**src/rtl/paddle_reader.sv**
```systemverilog
// paddle_reader: polls two serial game pads and steps two clamped paddle positions per poll.
module paddle_reader #(
    parameter int CLK_DIV  = 300,
    parameter int SCREEN_H = 480,
    parameter int PADDLE_H = 64,
    parameter int STEP     = 4,
    parameter int Y_INIT   = 208
) (
    input  logic       clk,
    input  logic       rst,
    input  logic       start,
    output logic       pad_latch,
    output logic       pad_clk,
    input  logic       pad_data1,
    input  logic       pad_data2,
    output logic [7:0] buttons1,
    output logic [7:0] buttons2,
    output logic [9:0] paddle1_y,
    output logic [9:0] paddle2_y,
    output logic       busy,
    output logic       valid
);
    typedef enum logic [2:0] {IDLE, LATCH, CLK_HI, CLK_LO, UPDATE, DONE} state_t;

    localparam logic [10:0] HALF   = 11'(CLK_DIV - 1);
    localparam logic [10:0] FULL   = 11'(2 * CLK_DIV - 1);
    localparam logic [10:0] Y_MAX  = 11'(SCREEN_H - PADDLE_H);
    localparam logic [10:0] STEP11 = 11'(STEP);

    state_t      state, state_n;
    logic [10:0] cnt, cnt_n;
    logic [2:0]  idx, idx_n;
    logic [7:0]  sr1, sr2;
    logic        sample;

    // Up alone moves toward 0, Down alone toward Y_MAX; both or neither hold.
    function automatic logic [9:0] move(input logic [9:0] y, input logic [7:0] b);
        logic [10:0] w;
        w = {1'b0, y};
        if (b[4] && !b[5])
            w = (w >= STEP11) ? w - STEP11 : 11'd0;
        else if (b[5] && !b[4])
            w = (w + STEP11 > Y_MAX) ? Y_MAX : w + STEP11;
        return w[9:0];
    endfunction

    assign busy = (state != IDLE);

    always_comb begin
        state_n = state;
        cnt_n   = cnt + 11'd1;
        idx_n   = idx;
        sample  = 1'b0;
        case (state)
            IDLE: begin
                cnt_n = '0;
                idx_n = '0;
                if (start) state_n = LATCH;
            end
            LATCH: if (cnt == FULL) begin
                state_n = CLK_HI;
                cnt_n   = '0;
                idx_n   = 3'd1;
                sample  = 1'b1;
            end
            CLK_HI: if (cnt == HALF) begin
                state_n = CLK_LO;
                cnt_n   = '0;
            end
            CLK_LO: if (cnt == HALF) begin
                state_n = (idx == 3'd7) ? UPDATE : CLK_HI;
                cnt_n   = '0;
                idx_n   = idx + 3'd1;
                sample  = 1'b1;
            end
            UPDATE: begin
                state_n = DONE;
                cnt_n   = '0;
            end
            DONE: begin
                state_n = IDLE;
                cnt_n   = '0;
            end
            default: state_n = IDLE;
        endcase
    end

    // Strobes are registered from the next state so they are glitch-free and exclusive.
    always_ff @(posedge clk) begin
        if (rst) begin
            state     <= IDLE;
            cnt       <= '0;
            idx       <= '0;
            sr1       <= '0;
            sr2       <= '0;
            buttons1  <= '0;
            buttons2  <= '0;
            paddle1_y <= 10'(Y_INIT);
            paddle2_y <= 10'(Y_INIT);
            pad_latch <= 1'b0;
            pad_clk   <= 1'b0;
            valid     <= 1'b0;
        end else begin
            state     <= state_n;
            cnt       <= cnt_n;
            idx       <= idx_n;
            pad_latch <= (state_n == LATCH);
            pad_clk   <= (state_n == CLK_HI);
            valid     <= (state_n == DONE);
            if (sample) begin
                sr1[idx] <= ~pad_data1;
                sr2[idx] <= ~pad_data2;
            end
            if (state == UPDATE) begin
                buttons1  <= sr1;
                buttons2  <= sr2;
                paddle1_y <= move(paddle1_y, sr1);
                paddle2_y <= move(paddle2_y, sr2);
            end
        end
    end
endmodule

```
**config.mk**
```make
export PLATFORM = sky130hd
export DESIGN_NAME = paddle_reader
export DESIGN_NICKNAME = d
export VERILOG_FILES = /design/src/rtl/paddle_reader.sv
export SDC_FILE = /design/constraint.sdc
export NUM_CORES = 1
export LEC_CHECK = 0
export CELL_PAD_IN_SITES_DETAIL_PLACEMENT = 1
export CELL_PAD_IN_SITES_GLOBAL_PLACEMENT = 1
export CORE_UTILIZATION = 37
export CTS_CLUSTER_DIAMETER = 80
export DETAILED_ROUTE_END_ITERATION = 6
export GPL_TIMING_DRIVEN = 0
export MAX_ROUTING_LAYER = met4
export PLACE_DENSITY = 0.75
export SLEW_MARGIN = 20
export SYNTH_ARGS = -nofsm -noshare
export SYNTH_HDL_FRONTEND = slang
export SYNTH_SLANG_ARGS = --single-unit
```
**constraint.sdc**
```tcl
create_clock -name clk -period 2.2 [get_ports clk]
set_clock_uncertainty 0.1 [all_clocks]
set_input_delay 0.44 -clock clk [delete_from_list [all_inputs] [get_ports clk]]
set_output_delay 0.44 -clock clk [all_outputs]
set_load 0.02 [all_outputs]
```
==> flow_metrics.env, run 1 <==
export IMPL_syn_to_final_growth_pct=31.0
export IMPL_maxCapViolations=0
export IMPL_finalSetupViolCount=2
export IMPL_io_pins=45
export IMPL_grt_total_usage_pct=21.8
export IMPL_overflow=0
export IMPL_num_antenna_cells=0
export IMPL_worst_slew_pin_slew_ps=655
export IMPL_postSynthRegisterBits=68
export IMPL_synth_cell_area_mm2=0.00383
export IMPL_dr_pass1_iters=4
export IMPL_failed_checks="setup timing"
export IMPL_drt_wl_total_mm=11.8
export IMPL_status="finished, violations left"
export IMPL_synth_compound_area_share_pct=18.9
export IMPL_placed_area_mm2=0.00441
export IMPL_hold_path_startpoint="cnt[0]$_SDFF_PP0_"
export IMPL_worst_slack_ps=-17.9
export IMPL_cts_root_buffer_cell="clkbuf_8"
export IMPL_syn_avg_cell_area_um2=7.73
export IMPL_startpoint_type="register"
export IMPL_holdPathEnd="cnt[0]$_SDFF_PP0_"
export IMPL_hp_class="reg -> reg"
export IMPL_clk_latency_ps=350
export IMPL_vias=3867
export IMPL_cts_tree="built"
export IMPL_power_density_mw_per_mm2=504
export IMPL_core_area_mm2=0.00991
export IMPL_rows=36
export IMPL_cts_buffer_depth=2
export IMPL_nNetsFinal=575
export IMPL_synth_mux_area_share_pct=3.69
export IMPL_clkSinkCount=68
export IMPL_numCtsBuffers=9
export IMPL_synthTopCellsByArea="dfxtp_1 35%, nand2_1 6.9%, nor2_1 5.7%"
export IMPL_holdPathStages=1
export IMPL_r2r_end="paddle1_y[8]$_SDFFE_PP0P_"
export IMPL_antenna_left=0
export IMPL_slew_headroom_pct=56.3
export IMPL_synthFlopType="dfxtp_1"
export IMPL_synthAdderAreaFrac_pct=3.59
export IMPL_rr_worst_depth=9
export IMPL_worst_setup_path_type="reg -> reg"
export IMPL_dieArea_mm2=0.0108
export IMPL_regArea_mm2=0.00137
export IMPL_grt_first_pass_wirelength_mm=18.8
export IMPL_drc=0
export IMPL_synth_area_leader_cell="dfxtp_1"
export IMPL_grt_pass1_vias=3885
export IMPL_yosys_cell_types_count=66
export IMPL_netlist_area_leader_share_pct=35.5
export IMPL_clkTransAtPathRegs_ps=80
export IMPL_cts_hold_buffers=0
export IMPL_synth_edff_count=0
export IMPL_fillCellCount=1192
export IMPL_peakVddDrop_mv=0.317
export IMPL_yosysSeqAreaShare_pct=35.5
export IMPL_required_ps=2340
export IMPL_arrival_ps=2360
export IMPL_reg2reg_slack_ps=-20
export IMPL_finalCriticalPeriod_ps=2220
export IMPL_finalCritPeriodShare_pct=101
export IMPL_power_w=0.00253
export IMPL_wl_per_cell_um=17.0
export IMPL_dp_hpwl_mm=7.85
export IMPL_leakage_nw=1.64
export IMPL_grt_antenna_before_repair=0
export IMPL_synth_common_cells="71 x nand2_1, 68 x dfxtp_1, 58 x nor2_1"
export IMPL_yosys_area_share_simple_pct=28.9
export IMPL_initial_core_util_pct=38.7
export IMPL_place_congestion=0.830
export IMPL_die_h_um=104
export IMPL_htree_levels=3
export IMPL_via_per_inst=5.55
export IMPL_hold_viol_final=0
export IMPL_cp_max_fo=8
export IMPL_die_w_um=104
export IMPL_synth_top_family_by_area="simple AND/OR/NAND/NOR gates"
export IMPL_port_buffers=40
export IMPL_endpoint_kind="register"
export IMPL_async_flop_share_pct=0
export IMPL_yosysMostFrequentCell="nand2_1"
export IMPL_multiInputGateArea_mm2=0.00253
export IMPL_timing_rr_start="paddle1_y[2]$_SDFFE_PP0P_"
export IMPL_postSynthCellCount=496
export IMPL_yosysWarnings=0
export IMPL_synth_xor_area_share_pct=3.43
export IMPL_drtIter0Drc=99
export IMPL_drive_above_1_share_pct=17.9
export IMPL_drv_slew=0
export IMPL_rsz0062_at_grt="true"
export IMPL_stdcell_area_mm2=0.00502
export IMPL_grt_max_degree=13
export IMPL_fmax_ghz=0.451
[timing repair]
| action | 4_1_cts | 5_1_grt |
|---|---|---|
| pin swaps | 3 | 15 |
| gates resized for setup | 25 | 52 |
| cloned | 0 | 0 |
| buffers inserted | 4 | 10 |
| endpoints found under the setup margin | 37 | 52 |
[stage by stage]
stage               worst slack, ps  instances  hold WS [ps]  TNS [ps]  util, %
CTS                           -36.3        690           358     -51.3     48.0
global placement               -229        672           328     -2830     44.5
global route                   -138        697           376     -1360     50.7
floorplan                      7.30        499           318         0        -
detailed placement             -297        672           338     -5030     44.5
finish                        -17.9        697           351     -19.5     50.7
[power breakdown]
group          leakage, nW  switching, W  internal [W]
sequential           0.549    0.00000423       0.00124
clock                0.116      0.000511      0.000669
combinational        0.971     0.0000696     0.0000399
[layout make-up]
class / count / share of cell area (%)
well taps: 133 / 3.31
clock buffers: 10 / 2.74
clock inverters: 6 / 1.74
plain buffers: 32 / 3.49
repair buffers: 54 / 9.97
multi-input cells: 380 / 50.4
flip-flops and latches: 68 / 27.2
inverters: 14 / 1.12
[sequential cells by signal (all words and copies together) (netlist names)]
| name | cells |
|---|---|
| sr1 | 8 |
| buttons2 | 8 |
| pad_clk | 1 |
| valid | 1 |
| idx | 3 |
| paddle2_y | 8 |
| cnt | 11 |
| pad_latch | 1 |
| sr2 | 8 |
| buttons1 | 8 |
| state | 3 |
| paddle1_y | 8 |
[routing by layer]
layer  track usage, %  vias up  share of wire, %  wire, um
met2             38.4       63                51      6030
li1                 -     1890                 -         -
met4             6.73        0               1.6       193
met5                -        -                 0         0
met1             25.4     1898                44      5260
met3             3.46       16               3.1       365
[cell usage in the layout (no fill, tap or decap), types with 4 or more instances in the layout]
| cell | count |
|---|---|
| dfxtp_2 | 4 |
| and3_1 | 5 |
| a211oi_1 | 7 |
| mux2i_1 | 13 |
| a21oi_1 | 38 |
| clkdlybuf4s50_1 | 39 |
| conb_1 | 4 |
| o21ai_0 | 18 |
| buf_2 | 4 |
| ha_1 | 6 |
| nand2_2 | 4 |
| nand2b_1 | 8 |
| buf_4 | 21 |
| clkbuf_8 | 10 |
| nor4_1 | 4 |
| xor2_1 | 7 |
| nor4_4 | 4 |
| clkbuf_2 | 5 |
| o31ai_1 | 4 |
| dfxtp_1 | 64 |
| nand4_1 | 6 |
| a31oi_1 | 5 |
| nand2_1 | 68 |
| o211ai_1 | 5 |
| nor2_1 | 55 |
| clkbuf_1 | 12 |
| xnor2_1 | 8 |
| nand3_1 | 19 |
| nor3_1 | 11 |
| inv_1 | 13 |
[cells by family (layout without fill, tap and decap cells)]
family	count (synthesis)	after routing
AOI/OAI and AO/OA	111	111
xor gates and xnor gates	15	15
adders and majority gates	11	11
buffers and inverters	51	116
DFF	68	68
muxes	14	14
other	1	4
and+or+nand+nor	225	225
[worst max-delay path, stage by stage (launching register included)]
cell and delay (ps):
dfxtp_2 340, ha_1 200, buf_6 140, nand2b_4 150
nor4_4 340, a21oi_2 90, a311oi_2 240, buf_4 170
nor2_2 60, o31a_1 280
[worst max-delay path by stage]
stage	endpoint	cells past startpoint	startpoint
6_report	paddle1_y[8]$_SDFFE_PP0P_	9	paddle1_y[2]$_SDFFE_PP0P_
5_1_grt	sr1[5]$_SDFFE_PP0P_	6	cnt[2]$_SDFF_PP0_
4_1_cts	paddle1_y[8]$_SDFFE_PP0P_	7	paddle1_y[3]$_SDFFE_PP0P_
3_5_place_dp	paddle1_y[8]$_SDFFE_PP0P_	8	paddle1_y[2]$_SDFFE_PP0P_
3_3_place_gp	paddle1_y[8]$_SDFFE_PP0P_	8	paddle1_y[2]$_SDFFE_PP0P_
2_1_floorplan	paddle2_y[5]$_SDFFE_PP0P_	9	paddle2_y[3]$_SDFFE_PP0P_
(Power assumes the default switching activity.)
==> run 2: changes to the inputs <==
==> constraint.sdc (replaced) <==
create_clock -name clk -period 2.2 [get_ports clk]
set_clock_uncertainty 0.1 [all_clocks]
set_input_delay 0.44 -clock clk [delete_from_list [all_inputs] [get_ports clk]]
set_output_delay 0.44 -clock clk [all_outputs]
set_load 0.05 [all_outputs]
==> flow_metrics.env, run 2 (synthesized netlist as in run 1, its figures left out) <==
export IMPL_reg2reg_slack_ps=70
export IMPL_critPathBufInv=0
export IMPL_via_per_inst=5.51
export IMPL_finalCritPeriodShare_pct=97.0
export IMPL_wl_per_cell_um=16.2
export IMPL_drv_slew=0
export IMPL_vias=3826
export IMPL_rows=36
export IMPL_largest_register_ffs=11
export IMPL_io_pins=45
export IMPL_clock_power_share_pct=41.1
export IMPL_startpoint_type="register"
export IMPL_p_comb_share_pct=5.3
export IMPL_drt_met1_wl_mm=5.15
export IMPL_cts_root_buffer_cell="clkbuf_8"
export IMPL_die_h_um=104
export IMPL_cp_cell_sequence="nand4bb_1 > nor4_4 > a41oi_4 > nor3b_2 > mux2i_1 > nor2_1"
export IMPL_cts_hold_buffers=0
export IMPL_initial_core_util_pct=38.7
export IMPL_numCtsBuffers=9
export IMPL_drive_above_1_share_pct=18.1
export IMPL_drc=0
export IMPL_timing_rr_start="cnt[2]$_SDFF_PP0_"
export IMPL_maxCapViolations=0
export IMPL_worst_slew_pin_slew_ps=630
export IMPL_clk_latency_ps=350
export IMPL_syn_to_final_growth_pct=29.5
export IMPL_drt_wl_total_mm=11.3
export IMPL_p_sw_w=0.000621
export IMPL_clkSinkCount=68
export IMPL_power_frac_seq_pct=53.6
export IMPL_die_w_um=104
export IMPL_grt_max_degree=14
export IMPL_leakage_nw=1.63
export IMPL_port_buffers=40
export IMPL_top_register="cnt"
export IMPL_grt_first_pass_wirelength_mm=18.7
export IMPL_num_antenna_cells=0
export IMPL_crit_path_top_delay_cell="dfxtp_1"
export IMPL_hold_slack_ps=353
export IMPL_drtIter0Drc=95
export IMPL_critical_path_top_delay_family="simple AND/OR/NAND/NOR gates"
export IMPL_layout_common_cells="69 x nand2_1, 58 x dfxtp_1, 55 x nor2_1"
export IMPL_top_layer_used="met4"
export IMPL_dr_pass1_iters=4
export IMPL_overflow=0
export IMPL_grt_total_usage_pct=21.6
export IMPL_power_internal_w=0.00169
export IMPL_max_stage_delay_ps=460
export IMPL_dp_hpwl_mm=7.83
export IMPL_rr_worst_depth=6
export IMPL_required_ps=2300
export IMPL_met3_length_um=345
export IMPL_antenna_left=0
export IMPL_clkTransAtPathRegs_ps=80
export IMPL_power_w=0.00231
export IMPL_cts_buffer_depth=2
export IMPL_slew_headroom_pct=58.0
export IMPL_hp_class="reg -> reg"
export IMPL_hold_viol_final=0
export IMPL_power_density_mw_per_mm2=465
export IMPL_dieArea_mm2=0.0108
export IMPL_htree_levels=3
export IMPL_cts_tree="built"
export IMPL_worst_setup_path_type="reg -> reg"
export IMPL_dr_wl_met2_mm=5.65
export IMPL_peakVddDrop_mv=0.308
export IMPL_status="complete, no violations"
export IMPL_fillCellCount=1225
export IMPL_finalSetupViolCount=0
export IMPL_arrival_ps=2240
export IMPL_sw_frac_of_total_pct=26.9
export IMPL_place_congestion=0.826
export IMPL_nNetsFinal=573
export IMPL_cp_max_fo=8
export IMPL_crit_cells=6
export IMPL_endpoint_kind="register"
export IMPL_core_area_mm2=0.00991
export IMPL_crit_start="cnt[2]$_SDFF_PP0_"
export IMPL_grt_pass1_vias=3803
export IMPL_r2r_end="sr2[1]$_SDFFE_PP0P_"
export IMPL_endpoint="sr2[1]$_SDFFE_PP0P_"
export IMPL_layout_commonest_cell="nand2_1"
export IMPL_grt_antenna_before_repair=0
export IMPL_finalCriticalPeriod_ps=2130
export IMPL_fmax_ghz=0.469
## run 2: changes by cell type in the layout (fill, tap and decap cells not counted), sizes merged
cell,previous run,this run
dlymetal6s2s,0,1
inv,13,16
bufinv,2,0
clkinvlp,1,2
clkinv,4,3
clkdlybuf4s50,39,35
buf,29,26
dlygate4sd2,0,3
## run 2: routing by layer
metal / up-vias / track usage, %
met1: 1871 / 26.6
met4: 0 / 6.43
met3: 10 / 2.77
met5: - / -
li1: 1873 / -
met2: 72 / 36.8
## run 2: layout make-up
cell class / instances / area [um^2] / share of cell area (%)
flip-flops and latches: 68 / 1380 / 27.7
clock buffers: 9 / 124 / 2.49
inverters: 14 / 52.6 / 1.06
plain buffers: 34 / 183 / 3.68
repair buffers: 50 / 469 / 9.45
clock inverters: 7 / 51.3 / 1.03
well taps: 133 / 166 / 3.35
multi-input cells: 380 / 2540 / 51.2
## run 2: power by group through the flow
| stage | clock network (W) | registers [W] | logic [W] |
|---|---|---|---|
| detailed placement | 0 | 0.00127 | 0.000118 |
| floorplan | 0 | 0.00127 | 0.0000762 |
| global route | 0.00103 | 0.00124 | 0.000133 |
| global placement | 0 | 0.00127 | 0.000116 |
| CTS | 0.000973 | 0.00124 | 0.000123 |
| finish | 0.000949 | 0.00124 | 0.000122 |
## run 2: worst reg2reg max path: cells and delay by family (launching register included)
| kind | cells | cell delay [ps] |
|---|---|---|
| DFF | 1 | 460 |
| AOI/OAI and AO/OA | 1 | 140 |
| and+or+nand+nor | 4 | 1020 |
| muxes | 1 | 270 |
## run 2: worst min path at each step
stage,from,end,slack [ps],cells after the start
floorplan,cnt[0]$_SDFF_PP0_,cnt[0]$_SDFF_PP0_,320,1
global placement,cnt[0]$_SDFF_PP0_,cnt[0]$_SDFF_PP0_,330,1
detailed placement,cnt[0]$_SDFF_PP0_,cnt[0]$_SDFF_PP0_,350,1
CTS,sr2[0]$_SDFFE_PP0P_,buttons2[0]$_SDFFE_PP0P_,360,2
global route,cnt[0]$_SDFF_PP0_,cnt[0]$_SDFF_PP0_,380,1
finish,cnt[0]$_SDFF_PP0_,cnt[0]$_SDFF_PP0_,350,1
## run 2: what timing repair did
item                                   CTS  global route
gates resized for setup                 30            49
pin swaps                                3             9
setup buffers                            4             6
setup endpoints to repair               40            34
endpoints found under the hold margin    0             0
## run 2: metrics by stage
stage                     utilization [%]  setup slack (ps)  instances  instance area (um^2)  setup TNS [ps]
after floorplan                         -             -64.6        499                  3860           -64.6
after global placement               44.7              -223        672                  4430           -2650
after detailed placement             44.7              -203        672                  4430           -4620
after CTS                            48.0             -49.4        691                  4750           -60.5
after global routing                 50.1             -29.8        695                  4970            -127
final                                50.1              65.6        695                  4970               0
